<file path="src/rtl/sw_debounce.sv">
// Multi-bit switch debouncer: two-flop synchronizer, shared sample-tick prescaler,
// and a per-bit saturating stability counter that flips db_out after STABLE_TICKS agreeing ticks.
module sw_debounce #(
  parameter int WIDTH        = 18,
  parameter int TICK_DIV     = 50000,
  parameter int STABLE_TICKS = 8
) (
  input  logic             clk,
  input  logic             reset_n,
  input  logic [WIDTH-1:0] raw_in,
  output logic [WIDTH-1:0] db_out,
  output logic [WIDTH-1:0] change_pulse,
  output logic             tick
);

  localparam int            PW            = (TICK_DIV > 1) ? $clog2(TICK_DIV) : 1;
  localparam logic [PW-1:0] PRESCALE_LAST = PW'(TICK_DIV - 1);
  localparam logic [3:0]    CNT_LAST      = 4'(STABLE_TICKS - 1);

  logic [WIDTH-1:0] sync1_reg;
  logic [WIDTH-1:0] sync2_reg;
  logic [PW-1:0]    prescaler_reg;
  logic [PW-1:0]    prescaler_next;
  logic             tick_reg;
  logic             tick_en;

  always_ff @(posedge clk or negedge reset_n) begin
    if (!reset_n) begin
      sync1_reg <= '0;
      sync2_reg <= '0;
    end else begin
      sync1_reg <= raw_in;
      sync2_reg <= sync1_reg;
    end
  end

  // The debounce update happens on the same edge that raises tick, so tick
  // and any db_out/change_pulse update become visible together.
  assign tick_en = (prescaler_reg == PRESCALE_LAST);

  always_comb begin
    prescaler_next = prescaler_reg + PW'(1);
    if (tick_en) begin
      prescaler_next = '0;
    end
  end

  always_ff @(posedge clk or negedge reset_n) begin
    if (!reset_n) begin
      prescaler_reg <= '0;
      tick_reg      <= 1'b0;
    end else begin
      prescaler_reg <= prescaler_next;
      tick_reg      <= tick_en;
    end
  end

  assign tick = tick_reg;

  generate
    for (genvar gi = 0; gi < WIDTH; gi++) begin : g_bit
      logic [3:0] cnt_reg;
      logic [3:0] cnt_next;
      logic       db_reg;
      logic       db_next;
      logic       pulse_reg;
      logic       pulse_next;

      always_comb begin
        cnt_next   = cnt_reg;
        db_next    = db_reg;
        pulse_next = 1'b0;
        if (tick_en) begin
          if (sync2_reg[gi] == db_reg) begin
            cnt_next = '0;
          end else if (cnt_reg >= CNT_LAST) begin
            // Saturating compare keeps the counter from ever wrapping.
            db_next    = sync2_reg[gi];
            cnt_next   = '0;
            pulse_next = 1'b1;
          end else begin
            cnt_next = cnt_reg + 4'd1;
          end
        end
      end

      always_ff @(posedge clk or negedge reset_n) begin
        if (!reset_n) begin
          cnt_reg   <= '0;
          db_reg    <= 1'b0;
          pulse_reg <= 1'b0;
        end else begin
          cnt_reg   <= cnt_next;
          db_reg    <= db_next;
          pulse_reg <= pulse_next;
        end
      end

      assign db_out[gi]       = db_reg;
      assign change_pulse[gi] = pulse_reg;
    end
  endgenerate

endmodule

</file>
<file path="config.mk">
export PLATFORM = sky130hd
export DESIGN_NAME = sw_debounce
export DESIGN_NICKNAME = d
export VERILOG_FILES = /design/src/rtl/sw_debounce.sv
export SDC_FILE = /design/constraint.sdc
export NUM_CORES = 1
export LEC_CHECK = 0
export CORE_AREA = 8 8 132 134
export DETAILED_ROUTE_END_ITERATION = 16
export DIE_AREA = 0 0 140 142
export GPL_TIMING_DRIVEN = 0
export SYNTH_ARGS = -nofsm -noshare
export SYNTH_HDL_FRONTEND = slang
export SYNTH_SLANG_ARGS = --single-unit
</file>
<file path="constraint.sdc">
create_clock -name clk -period 4.75 [get_ports clk]
set_input_delay 0.95 -clock clk [delete_from_list [all_inputs] [get_ports clk]]
set_output_delay 0.95 -clock clk [all_outputs]
set_load 0.01 [all_outputs]
</file>
# After elaboration in Yosys (flattened, before gate mapping)
# Index checks and enable logic that the tools add are counted.
# totals
register_bits	161
latch_bits	0
ram_bits	0
romBits	0
inputBits	20
output_inout_bits	37
wordCells	241
mem_count	0
# classes
addsub	19
n_mul	0
div_mod_pow	0
magnitude_cmp	18
n_eq_ne	19
shifts	0
muxes	91
bitwise_logic	18
n_reduce_logical	18
# ops
operator	count
two-way mux 4 bit	36
adder 4 x 1 -> 4 bit, second input constant	18
greater-or-equal comparator 4 x 3 -> 1 bit, second input constant	18
two-way mux 1 bit	54
AND reduction 3 bit	18
== test 1 bit	18
inverter 1 bit	18
adder 16 x 1 -> 16 bit, second input constant	1
== test 16 bit, second input constant	1
two-way mux 16 bit	1

# Depth between registers and ports, before layout
# depth
depth_word	4
depth_mapped	7
ltp_nobuf	6

# Least setup slack after synthesis
# No wires, ideal clock.
# synth_path
kind	reg2reg
startpoint	register prescaler_reg[0]
endpoint	register g_bit[0].db_reg
setup_ns	0.127
t_arrival_ns	1.547
t_required_ns	4.623
path_slack_ns	3.076
stages_incl_launch_ff	7
path_buffers	1
path_cell_list	dfrtp_1 -> ha_1 -> and3_1 -> nand4_2 -> buf_2 -> nor2_1 -> mux2_1
# synth_between
elab_chain_cells	2
# synth_rtl
element	line	text
start, declared	22	logic [PW-1:0] prescaler_reg;
start signal, assigned	53	prescaler_reg <= prescaler_next;
== test 16 bit	39	assign tick_en = (prescaler_reg == PRESCALE_LAST);
AND reduction 3 bit (no source line)	-	
end signal, assigned	94	db_reg <= db_next;
end, declared	64	logic db_reg;
# Every way passes these cells.
# A chain may end at the register's enable or synchronous reset.

# Final worst setup path
# layout_path
startpoint	register g_bit[2].db_reg
endpoint	output db_out[2]
# layout_lines
element	line	text
start, declared	64	
start signal, assigned	94	
end, declared	11	output logic [WIDTH-1:0] db_out,
# No word-level cell between the ends.

==> metrics.md <==
| Metric | Value |
|---|---|
| WL/cell | `15.7 um` |
| Syn nets | `645` |
| RSZ-0062 raised after global routing | `false` |
| Placer Congestion | `0.797` |
| Synth Register Bits | `161` |
| Layout fillers | `1333` |
| Post-DP HPWL | `9180 um` |
| WL final | `13900 um` |
| Layout cell share with drive strength beyond 1 | `16.1%` |
| Core box area | `15400 um2` |
| Minimum clock period | `2.44 ns` |
| Clk sink count | `161` |
| Kind of critical path | `reg -> out` |
| Mean post-synth cell area | `11.2 um2` |
| Relative slew slack | `56.3%` |
| Core Rows | `46` |
| Starting DRT DRC Count | `236` |
| Clk pin slew, worst setup/hold paths | `0.07 ns` |
| Worst-skew pair later-pin latency | `0.43 ns` |
| ANT cells | `0` |
| TritonCTS clock tree | `yes` |
| # hold bufs at CTS | `0` |
| Lkg Pwr | `0.00385 uW` |
| DRT Pass-1 Iters | `6` |
| Worst IR Drop VDD | `246 uV` |
| Register area share after synthesis | `59.5%` |
| Clock skew | `0.00816 ns` |
| Effective utilization at floorplan | `43.9%` |
| CP Launch Type | `flop` |
| Mapped cell area | `6780 um2` |
| Pwr Density | `356 nW/um2` |
| DRC viols | `0` |
| CP arrival | `1.49 ns` |
| Slowest cell on crit path | `clkdlybuf4s50_1` |
| Count of final setup violators | `0` |
| First-pass GRT wire length | `23200 um` |
| IO Pins | `57` |
| CTS Buf Count | `17` |
| Layout Nets | `721` |
| CP max FO | `4` |
| Synthesized instance count | `606` |
| Fmax | `0.410 GHz` |
| Critical Path, Cell by Cell | `buf_4 -> clkdlybuf4s50_1` |
| Setup Buffers After CTS | `0` |
| Largest net degree at the start of global routing | `89` |
| Req. time, crit path | `3.80 ns` |
| # H-tree levels | `4` |
| Max stage delay on crit path | `0.52 ns` |
| Chip Height | `142 um` |
| Post-synth cell types | `30` |
| P&R area growth vs syn | `21.8%` |
| DRT antenna net count | `0` |
| CTS Root Cell | `clkbuf_16` |
| Max-Cap Viols | `0` |
| HP Class | `reg -> reg` |
| Worst setup EP type | `output pin` |
| Clk buf depth | `2` |
| Die X-Extent | `140 um` |
| Most common cell after layout, fill and taps aside | `dfrtp_1` |
| Total power | `2940 uW` |
| Fin. max-slew vios | `0` |
| Final Cycle Share | `51.3%` |
| Final hold viol count | `0` |
| Most frequent cells in the layout | `161 x dfrtp_1, 79 x nand2_1, 56 x nor2_1` |
| Fin util | `53.5%` |
| Yosys Warn Count | `0` |
| Tightest Pin Transition | `0.656 ns` |
| Vias per cell | `5.12` |
| Die ar. | `19900 um2` |
| Outcome | `finished clean` |
| Max FFs per register | `72` |
| Initial antenna violation count | `0` |
| Vias | `4538` |
| GRT Residual Overflow | `0` |
| Post-cts resize count | `0` |
| IO Port Bufs | `56` |
| All-layer global routing usage | `14.9%` |
| Vias in the first global route | `4635` |
worst max-delay path, delay by kind of cell (launching register included):
family,cells,cell delay [ns]
flops,1,0.41
buf+inv,2,0.65
cells in the mapped netlist, drive strengths merged:
cell type	n	area [um2]
nand3	28	140
o31ai	7	52.6
nand2b	2	12.5
clkbuf	2	7.51
and3	2	12.5
and2	1	6.26
buf	54	372
nor2	56	210
nor4	8	50.1
nand2	79	297
ha	19	238
nor2b	13	81.3
and4bb	2	25.0
a21oi	41	205
nor4b	1	15.0
nand4	17	113
o21ai	29	145
dfrtp	161	4030
inv	5	18.8
xor2	9	78.8
nor3	21	195
mux2	20	225
a21o	5	37.5
xnor2	24	210
cell families after synthesis:
| group | Yosys count | synth area share (%) |
|---|---|---|
| simple gates | 230 | 17.1 |
| compound gates | 82 | 6.50 |
| xor+xnor | 33 | 4.27 |
| fa+ha+maj | 19 | 3.51 |
| buf+inv | 61 | 5.87 |
| mux | 20 | 3.32 |
| flops | 161 | 59.5 |
metrics by stage:
step                      instances  instance area [um2]  hold slack [ns]  setup TNS, ns  worst slack [ns]
after floorplan                 606                 6780            0.331              0              3.08
after global placement          854                 7580            0.332        -592.56             -3.69
after detailed placement        855                 7610            0.335              0              2.74
after CTS                       887                 8250            0.350              0              2.28
after global routing            887                 8250            0.355              0              2.23
final                           887                 8250            0.345              0              2.31
worst paths after layout:
| path | startpoint | endpoint | slack (ns) | cells after the start |
|---|---|---|---|---|
| max in group asynchronous | reset_n | g_bit[15].pulse_reg | 3.48 | 2 |
| min reg2reg | sync1_reg[8] | sync2_reg[8] | 0.35 | 0 |
| max reg2reg | prescaler_reg[0] | g_bit[17].cnt_reg[2] | 2.79 | 7 |
| min in group asynchronous | reset_n | g_bit[9].pulse_reg | 0.47 | 1 |
| min | sync1_reg[8] | sync2_reg[8] | 0.35 | 0 |
| max | g_bit[2].db_reg | db_out[2] | 2.31 | 2 |
routing by layer:
| layer | track usage [%] | part of all wire, % | vias to the layer above |
|---|---|---|---|
| met5 | 0 | 0 | - |
| met4 | 6.51 | 1.6 | 0 |
| met3 | 4.73 | 6.1 | 19 |
| met2 | 24.2 | 49 | 112 |
| met1 | 17.9 | 44 | 2233 |
| li1 | - | - | 2174 |
where the power goes:
part | leakage [uW] | switching (uW) | internal [uW]
Combinational | 0.00139 | 41.5 | 24.0
Sequential | 0.00215 | 7.77 | 1390
Clock | 0.000303 | 571 | 905
layout make-up:
type                    instances  area [um2]  area share (%)
flip-flops and latches        161        4030            48.8
multi-input cells             384        2350            28.5
clock buffers                  19         443            5.37
plain buffers                  56         379            4.60
inverters                       5        18.8           0.227
well taps                     192         240            2.91
repair buffers                 57         593            7.19
clock inverters                13         198            2.40
Note: power is estimated with default switching activity, not from simulation.
